File: config.mk
export PLATFORM = sky130hd
export DESIGN_NAME = alu_op_sequencer
export DESIGN_NICKNAME = d
export VERILOG_FILES = /design/src/rtl/alu_pkg.sv /design/src/rtl/alu_cond_eval.sv /design/src/rtl/alu_op_sequencer.sv
export SDC_FILE = /design/constraint.sdc
export NUM_CORES = 1
export LEC_CHECK = 0
export BUFFER_PORTS_ARGS = -buffer_cell sky130_fd_sc_hd__buf_4
export CAP_MARGIN = 20
export CORE_UTILIZATION = 40
export CTS_CLUSTER_SIZE = 12
export DETAILED_ROUTE_END_ITERATION = 12
export PLACE_DENSITY = 0.64
export REMOVE_ABC_BUFFERS = 1
export SYNTH_ARGS = -nofsm -noshare
export SYNTH_HDL_FRONTEND = slang
export SYNTH_SLANG_ARGS = --single-unit
export TNS_END_PERCENT = 5
File: constraint.sdc
create_clock -name clk -period 4.4 [get_ports clk]
set_input_delay 0.44 -clock clk [delete_from_list [all_inputs] [get_ports clk]]
set_output_delay 0.44 -clock clk [all_outputs]
set_load 0.005 [all_outputs]
File: src/rtl/alu_pkg.sv
// alu_pkg: opcodes, flag bit indices, sequencer FSM states and condition selects shared by the ALU sequencer
package alu_pkg;
    localparam logic [1:0] OP_ADD = 2'd0;
    localparam logic [1:0] OP_SUB = 2'd1;
    localparam logic [1:0] OP_INC = 2'd2;
    localparam logic [1:0] OP_DEC = 2'd3;
    localparam int FLG_CF = 0;
    localparam int FLG_AF = 1;
    localparam int FLG_ZF = 2;
    localparam int FLG_SF = 3;
    localparam int FLG_OF = 4;
    typedef enum logic [1:0] {ST_IDLE, ST_ISSUE, ST_WAIT, ST_RESP} state_t;
    localparam logic [2:0] COND_Z  = 3'd0;
    localparam logic [2:0] COND_NZ = 3'd1;
    localparam logic [2:0] COND_C  = 3'd2;
    localparam logic [2:0] COND_NC = 3'd3;
    localparam logic [2:0] COND_S  = 3'd4;
    localparam logic [2:0] COND_NS = 3'd5;
    localparam logic [2:0] COND_O  = 3'd6;
    localparam logic [2:0] COND_T  = 3'd7;
endpackage

File: src/rtl/alu_cond_eval.sv
// alu_cond_eval: evaluates a branch-style condition against captured ALU flags, gated by response valid
module alu_cond_eval
    import alu_pkg::*;
(
    input  logic [4:0] flags,
    input  logic       valid,
    input  logic [2:0] cond_sel,
    output logic       cond_true
);
    logic hit;
    // Odd selects are the negated form of the even select just below them.
    always_comb begin
        hit = cond_sel[2:1] == COND_Z[2:1] ? flags[FLG_ZF] :
              cond_sel[2:1] == COND_C[2:1] ? flags[FLG_CF] :
              cond_sel[2:1] == COND_S[2:1] ? flags[FLG_SF] : flags[FLG_OF];
        cond_true = valid && (cond_sel == COND_T || (hit ^ cond_sel[0]));
    end
endmodule

File: src/rtl/alu_op_sequencer.sv
// alu_op_sequencer: issues one-hot ALU strobes per command and captures the result; SEQ_COND_EN adds cond_sel/cond_true
module alu_op_sequencer
    import alu_pkg::*;
#(
    parameter int ALU_LAT = 1,
    parameter int DW = 8
) (
    input  logic          clk,
    input  logic          rst_n,
    input  logic          cmd_valid,
    output logic          cmd_ready,
    input  logic [1:0]    cmd_op,
    input  logic [DW-1:0] cmd_x,
    input  logic [DW-1:0] cmd_y,
    output logic          add,
    output logic          sub,
    output logic          inc,
    output logic          dec,
    output logic [DW-1:0] input_x,
    output logic [DW-1:0] input_y,
    input  logic [DW-1:0] alu_b,
    input  logic          CF,
    input  logic          AF,
    input  logic          ZF,
    input  logic          SF,
    input  logic          OF,
    output logic          rsp_valid,
    input  logic          rsp_ready,
    output logic [DW-1:0] rsp_data,
    output logic [4:0]    rsp_flags,
    output logic          busy,
`ifdef SEQ_COND_EN
    input  logic [2:0]    cond_sel,
    output logic          cond_true,
`endif
    output logic [7:0]    op_count
);
    state_t state;
    logic [2:0] cnt;
    always_comb begin
        cmd_ready = rst_n && state == ST_IDLE;
        busy = state != ST_IDLE;
    end
    always_ff @(posedge clk or negedge rst_n) begin
        if (!rst_n) begin
            state <= ST_IDLE;
            cnt <= '0;
            {add, sub, inc, dec} <= '0;
            input_x <= '0;
            input_y <= '0;
            rsp_valid <= 1'b0;
            rsp_data <= '0;
            rsp_flags <= '0;
            op_count <= '0;
        end else begin
            case (state)
                ST_IDLE: if (cmd_valid) begin
                    input_x <= cmd_x;
                    input_y <= cmd_y;
                    add <= cmd_op == OP_ADD;
                    sub <= cmd_op == OP_SUB;
                    inc <= cmd_op == OP_INC;
                    dec <= cmd_op == OP_DEC;
                    state <= ST_ISSUE;
                end
                ST_ISSUE: begin
                    {add, sub, inc, dec} <= '0;
                    cnt <= 3'(ALU_LAT);
                    state <= ST_WAIT;
                end
                // The final count edge is the one where alu_b/flags become valid.
                ST_WAIT: if (cnt == 3'd1) begin
                    rsp_data <= alu_b;
                    rsp_flags <= {OF, SF, ZF, AF, CF};
                    rsp_valid <= 1'b1;
                    op_count <= op_count + 8'd1;
                    state <= ST_RESP;
                end else begin
                    cnt <= cnt - 3'd1;
                end
                ST_RESP: if (rsp_ready) begin
                    rsp_valid <= 1'b0;
                    state <= ST_IDLE;
                end
            endcase
        end
    end
`ifdef SEQ_COND_EN
    alu_cond_eval u_cond (
        .flags(rsp_flags),
        .valid(rsp_valid),
        .cond_sel(cond_sel),
        .cond_true(cond_true)
    );
`endif
endmodule

==> After elaboration in Yosys (flattened, before gate mapping) <==
Index checks and enable logic that the tools add are counted.
{ "word_totals": {"out_inout_bits": 44, "word_cells": 55, "inputBits": 35, "ff_bits": 47} }
{ "op_classes": {"mux": 17, "reduce_logical": 13, "eq_ne": 11, "n_addsub": 2} }
{ "ops": {"columns": ["operator", "count"], "rows": [
  ["case mux 1 bit (2 select lines)", 5],
  ["adder 8 x 1 -> 8 bit, second input constant", 1],
  ["== test 2 bit, second input constant", 4],
  ["!= test 2 bit, second input constant", 4],
  ["case mux 2 bit (4 select lines)", 1],
  ["AND reduction 2 bit", 4],
  ["nonzero test 2 bit", 4],
  ["2-to-1 mux 1 bit", 6],
  ["2-to-1 mux 2 bit", 3],
  ["case mux 3 bit (2 select lines)", 1],
  ["AND reduction 3 bit", 2],
  ["== test 2 x 1 -> 1 bit, second input constant", 2],
  ["zero test 2 bit", 2],
  ["== test 3 x 1 -> 1 bit, second input constant", 1],
  ["2-to-1 mux 3 bit", 1],
  ["subtractor 3 x 1 -> 3 bit, second input constant", 1],
  ["logical AND 1 bit", 1]
]} }

==> Logic depth before layout (Yosys ltp) <==
Gate-level depths: netlist of run 1.
{ "depth": {"ltp_word": 3, "mapped_depth": 8, "mapped_depth_nobuf": 5} }

==> Worst setup path after synthesis of run 1 <==
Ideal clock, no wire load.
{ "synth_path": {"path_type": "reg-to-reg", "from": "register state[0]", "to": "register state[1]", "slack_ns": 2.737, "t_required_ns": 4.273, "path_buffers": 1, "arrival_ns": 1.536, "setup_ns": 0.127, "period_less_slack_ns": 1.663, "path_stages_with_launch": 6, "path_cell_list": "dfrtp_1 -> inv_1 -> ha_1 -> buf_2 -> a222oi_1 -> mux2_1"} }
{ "synth_via": {"elab_chain_len": 3, "elab_cells_between_ends": 9, "cone_classes": "6 x eq/ne; 1 x mux; 2 x reduce/logical"} }
{ "synth_rtl": {"columns": ["element", "line_no", "text"], "rows": [
  ["from (decl)", "alu_op_sequencer.sv:38", "state_t state;"],
  ["from (signal assigned)", "alu_op_sequencer.sv:46", "state <= ST_IDLE;"],
  ["from (signal assigned)", "alu_op_sequencer.sv:64", "state <= ST_ISSUE;"],
  ["from (signal assigned)", "alu_op_sequencer.sv:69", "state <= ST_WAIT;"],
  ["== test 2 bit / zero test 2 bit (equally long branches)", "alu_op_sequencer.sv:56", "case (state)"],
  ["!= test 2 bit (no source line)", null, null],
  ["AND reduction 3 bit (no source line)", null, null]
]} }
Several ways; a longest one is shown, not always the timed one.
A chain may end at the register's enable or synchronous reset.

==> Final worst setup path of run 1 <==
{ "layout_path": {"from": "register state[0]", "to": "register op_count[7]"} }
{ "layout_via": {"elab_chain_len": 2} }
{ "layout_rtl": {"columns": ["element", "line_no", "text"], "rows": [
  ["== test 2 bit", "alu_op_sequencer.sv:56", null],
  ["AND reduction 2 bit (no source line)", null, null],
  ["to (signal assigned)", "alu_op_sequencer.sv:76", "op_count <= op_count + 8'd1;"],
  ["to (decl)", "alu_op_sequencer.sv:36", "output logic [7:0] op_count"]
]} }
Every way passes these cells.

==> impl_metrics.csv, run 1 <==
group,metric,value,unit
status,status,"finished, final reports clean",
place,routabilityCongestion,0.709,
timing,tns,0,ns
yosys,synthTopCellsByCount,"nand2_1 (48), dfrtp_1 (47), mux2_2 (17), inv_1 (9), ha_1 (8)",
min_path,hold_path_class,"input port to asynchronous set/reset pin",
yosys,syn_avg_cell_area,11.4,um^2
floorplan,die-area,5380,um^2
yosys,synth-seq-cells,47,
critical_path,crit_end,"op_count[7]",
yosys,synth.area.mux_share,0.109,
critical_path,regToRegStartpoint,"state[0]",
critical_path,timing.rr.end,"op_count[7]",
critical_path,crit_path_max_fanout,18,
critical_path,cp.required,4.61,ns
timing,worst_pin_slew,0.642,ns
floorplan,coreArea,4820,um^2
yosys,yosys_warnings,0,
yosys,synth_compound_area_frac,0.0559,
clock_network,htreeDepth,2,
final_layout,diodes,0,
place,pre_cts_ws,2.39,ns
global_route,antenna_found_initial,0,
flow_run,maxCapViolations,0,
final_layout,drive_gt1_frac,0.405,
clock_network,cts_tree,"done",
final_layout,syn_to_final_growth,38.2,%
timing,slew_violations,0,
clock_network,clkSlewWorstSetupHoldPaths,0.09,ns
clock_network,numCtsBuffers,5,
yosys,synth.cell_area,2040,um^2
critical_path,startpoint_type,"flop",
clock_network,cts_hold_buf,0,
critical_path,endpoint_kind,"flop",
final_layout,fin_nets,301,
timing,post-route-min-period,1.99,ns
critical_path,rr_worst_depth,5,
clock_network,clk_latency,0.29,ns
floorplan,fp.dieW,73.3,um
pwr,ir_worst_vdd,0.341,mV
critical_path,crit_start,"state[0]",
floorplan,start_util,0.423,
place,hpwl,3020,um
final_layout,fillers,441,
global_route,grt_start_max_net_pins,49,
pwr,p_leak,1.44,nW
detailed_routing,vias,1515,
yosys,synth_adder_area_share,0.0492,
final_layout,stdcell_count,326,
timing,max_clock_freq,501,MHz
timing,rsz0062_at_grt,"no",
place,portBuffers,78,
timing,setup_slack,2.41,ns
yosys,synthArstFlopShare,1.00,
critical_path,crit_type,"flop to flop",
yosys,synth_ff_type,"dfrtp_1",
place,dp.cells,318,
clock_network,postCtsResizedCells,0,
detailed_routing,dr.pass1.iters,4,
clock_network,postCtsSetupRepairBufs,0,
floorplan,pin_count,79,
timing,skew,0.00622,ns
critical_path,regToRegSetupSlack,2.41,ns
global_route,grt_pass1_vias,1487,
timing,finalHoldViolCount,0,
timing,maxSlewHeadroom,0.571,
yosys,netlist.area_leader.share,0.578,
pwr,total_power,1.89,mW
detailed_routing,detail-route-antenna-nets,0,
yosys,synth_edf_count,0,
yosys,yosysTopAreaCell,"dfrtp_1",
detailed_routing,drtIter0Drc,75,
floorplan,dieHeight,73.3,um
global_route,grt_overflow,0,
yosys,synthXorXnorAreaFrac,0.0344,
pwr,power.density,672,nW/um^2
yosys,synth-simple-area-share,0.141,
critical_path,arrival,2.21,ns
clock_network,cts.sinks,47,
detailed_routing,wl_per_cell,12.5,um
timing,setup_violations,0,
yosys,ys_types,28,
yosys,synth_top_family_by_area,"simple AND/OR/NAND/NOR gates",
floorplan,placementRows,25,
global_route,grt_pass1_wl,6710,um
yosys,ys_top_cells_by_area,"dfrtp_1 (58%), mux2_2 (9.4%), nand2_1 (8.9%), ha_1 (4.9%), a22o_1 (2.6%)",
detailed_routing,via_per_inst,4.65,
clock_network,clk_path_buf_depth,2,
place,dpl_cell_area,2680,um^2
global_route,track_usage,0.161,
detailed_routing,routed_wirelength,4090,um
final_layout,stdcell_area,2810,um^2
yosys,syn_inst,179,
timing,fin_crit_sh,0.453,
clock_network,cts_root_buf,"clkbuf_8",
yosys,yosysMostFrequentCell,"nand2_1",
yosys,seq_area_frac_synth,0.578,
detailed_routing,post-route-drc-count,0,
-- registers in the layout, summed over array words and instances (netlist names) --
name and cells:
rsp_valid 1, dec 1, input_x 8, rsp_data 8
sub 1, state 2, cnt 3, op_count 8
add 1, inc 1, rsp_flags 5, input_y 8
-- worst max-delay path, cell delays in order (launching register included) --
cell and delay [ns]:
dfrtp_1 0.40, inv_1 0.13, ha_1 0.36, nand3b_2 0.40, nor4_1 0.43, xor2_1 0.19
-- area by class of cell --
cell class	instances	area (um^2)	area share
Sequential cell	47	1180	0.418
Multi-Input combinational cell	116	793	0.282
Timing Repair Buffer	78	586	0.208
Tap cell	67	83.8	0.0298
Clock buffer	5	68.8	0.0245
Clock inverter	3	67.6	0.0240
Inverter	10	37.5	0.0133
-- how the worst min path moves through the flow --
stage,to
floorplan,add
global placement,op_count[7]
detailed placement,rsp_data[6]
CTS,state[1]
global route,rsp_flags[3]
finish,op_count[7]
-- placed cells by master (no fill, tap or decap), drive strengths merged, types with 4 or more instances in the layout --
cell	n
nor2	4
dfrtp	47
mux2	18
inv	10
a22o	6
ha	8
xnor2	5
clkbuf	5
nand2	48
buf	78
-- power breakdown --
| group | internal [mW] | switching, mW |
|---|---|---|
| Clock | 0.226 | 0.144 |
| Combinational | 0.435 | 0.339 |
| Sequential | 0.624 | 0.122 |
| Total | 1.29 | 0.604 |
-- through the flow --
step                hold slack (ns)  utilization
floorplan                     0.144            -
global route                  0.188        0.584
finish                        0.145        0.584
global placement              0.460        0.556
CTS                           0.158        0.584
detailed placement            0.466        0.556
-- logic make-up after synthesis --
group,count (synthesis)
AO/OA/AOI/OAI,14
XOR/XNOR,8
adder cells (fa/ha/maj),8
buffers and inverters,16
flip-flops,47
multiplexers,20
AND/OR/NAND/NOR,66
-- layer usage --
metal,vias to the layer above,track usage,part of all wire
li1,751,-,-
met5,-,0,0
met2,41,0.271,0.48
met3,4,0.0453,0.059
met4,0,0.0256,0.0061
met1,719,0.212,0.46
Note: power is estimated with default switching activity, not from simulation.
==> run 2, diff against run 1 <==
- PLACE_DENSITY: 0.64 -> 0.66
- clock period: 4.4 -> 1.75 ns (I/O delays scaled with it)
==> run 2 against run 1 <==
Net effect: sequential power grew to 2.5 times the previous value; via count rose by 2.0%; largest cell class unchanged; sequential share of layout area down 0.91 points; clock-buffer cell count grew 3; highest routed layer unchanged; combinational power rose to 2.7 times the previous value.
==> impl_metrics.csv, run 2 (synthesized netlist as in run 1, its figures left out) <==
group,metric,value,unit
clock_network,cts_tree,"done",
timing,slew_violations,0,
critical_path,cp_slowest_cell,"dfrtp_1",
clock_network,clk_latency,0.29,ns
detailed_routing,drtIter0Drc,76,
global_route,grt_pass1_wl,6700,um
timing,setup_violations,0,
flow_run,maxCapViolations,0,
status,status,"finished, final reports clean",
timing,max_clock_freq,607,MHz
floorplan,placementRows,25,
final_layout,drive_gt1_frac,0.428,
clock_network,htreeDepth,2,
final_layout,final_cell_mix,"buf_4 (86), nand2_1 (48), dfrtp_1 (47)",
global_route,grt_overflow,0,
pwr,p_leak,1.48,nW
timing,tns,0,ns
floorplan,die-area,5380,um^2
detailed_routing,detail-route-antenna-nets,0,
timing,maxSlewHeadroom,0.611,
timing,worst_pin_slew,0.584,ns
place,hpwl,3040,um
critical_path,endpoint_kind,"flop",
final_layout,diodes,0,
detailed_routing,dr.pass1.iters,4,
final_layout,syn_to_final_growth,41.2,%
global_route,grt_start_max_net_pins,48,
clock_network,cts_root_buf,"clkbuf_8",
final_layout,final_common_cell,"buf_4",
clock_network,numCtsBuffers,5,
global_route,antenna_found_initial,0,
critical_path,regToRegSetupSlack,0.10,ns
pwr,total_power,4.65,mW
detailed_routing,routed_wirelength,4070,um
pwr,power.density,1620,nW/um^2
final_layout,fin_nets,311,
clock_network,cts.sinks,47,
critical_path,arrival,1.83,ns
min_path,hold_path_class,"input port to flop",
final_layout,stdcell_count,336,
timing,rsz0062_at_grt,"no",
timing,skew,0.00352,ns
clock_network,clkSlewWorstSetupHoldPaths,0.08,ns
global_route,grt_pass1_vias,1453,
floorplan,fp.dieW,73.3,um
global_route,track_usage,0.165,
floorplan,dieHeight,73.3,um
critical_path,slowest_delay,0.39,ns
floorplan,pin_count,79,
critical_path,crit_type,"flop to flop",
floorplan,start_util,0.423,
detailed_routing,wl_per_cell,12.1,um
timing,finalHoldViolCount,0,
timing,post-route-min-period,1.65,ns
place,dp.cells,327,
detailed_routing,vias,1546,
pwr,ir_worst_vdd,0.727,mV
timing,fin_crit_sh,0.942,
floorplan,coreArea,4820,um^2
detailed_routing,post-route-drc-count,0,
critical_path,crit_path_max_fanout,4,
critical_path,cp.required,1.93,ns
place,portBuffers,78,
detailed_routing,via_per_inst,4.60,
critical_path,startpoint_type,"flop",
clock_network,clk_path_buf_depth,2,
critical_path,path_cells,"inv_1 -> ha_1 -> nand2b_1 -> a222oi_1 -> mux2_1",
place,routabilityCongestion,0.748,
[run 2: cell count changes in the layout (fill, tap and decap cells not counted), sizes merged]
cell and change:
clkbuf +3, bufinv -2, clkinvlp -1, dlygate4sd3 +1, buf +9
[run 2: path summary, 6_finish.rpt]
check | from | endpoint | depth (start not counted)
max in group asynchronous | rst_n | op_count[5] | 3
min in group asynchronous | rst_n | rsp_valid | 3
worst min register to register | op_count[7] | op_count[7] | 1
worst max-delay path | cnt[1] | state[1] | 5
worst min-delay path | ZF | rsp_flags[2] | 3
worst max register to register | cnt[1] | state[1] | 5
[run 2: report_power, final]
group	internal, mW	total (mW)	switching [mW]
Clock	0.361	0.698	0.337
Sequential	1.57	1.87	0.300
Combinational	1.21	2.09	0.878
Total	3.14	4.65	1.52
[run 2: per-layer routing]
layer | vias up | wire length (um) | global-route usage
met5 | - | 0 | 0
met2 | 48 | 1880 | 0.255
li1 | 775 | - | -
met1 | 721 | 1910 | 0.223
met4 | 0 | 17 | 0.0513
met3 | 2 | 267 | 0.0494
[run 2: worst max-delay path: cells and delay by family, from the launching register on]
kind,cells,cell delay [ns]
buffers and inverters,1,0.09
AO/OA/AOI/OAI,1,0.35
multiplexers,1,0.36
adder cells (fa/ha/maj),1,0.23
flip-flops,1,0.39
AND/OR/NAND/NOR,1,0.10
[run 2: cell type report]
class | instances | area (um^2)
fillers | 455 | 1940
inverters | 10 | 37.5
well taps | 67 | 83.8
flip-flops and latches | 47 | 1180
repair buffers | 88 | 676
clock buffers | 8 | 100
multi-input cells | 116 | 802
[run 2: stage by stage]
| step | utilization | hold slack (ns) | setup slack, ns | cell area [um^2] |
|---|---|---|---|---|
| 2_1_floorplan | - | -0.121 | 0.0606 | 2010 |
| 3_3_place_gp | 0.572 | 0.326 | 0.120 | 2760 |
| 3_5_place_dp | 0.572 | 0.318 | 0.0935 | 2760 |
| 4_1_cts | 0.595 | 0.0575 | 0.0693 | 2870 |
| 5_1_grt | 0.597 | 0.0576 | 0.00642 | 2880 |
| 6_report | 0.597 | 0.0665 | 0.102 | 2880 |
[run 2: repair_timing]
action	in CTS	in global routing
endpoints found under the hold margin	34	0
gates resized for setup	0	2
endpoints found under the setup margin	0	5
setup buffers	0	0
hold buffers	1	0
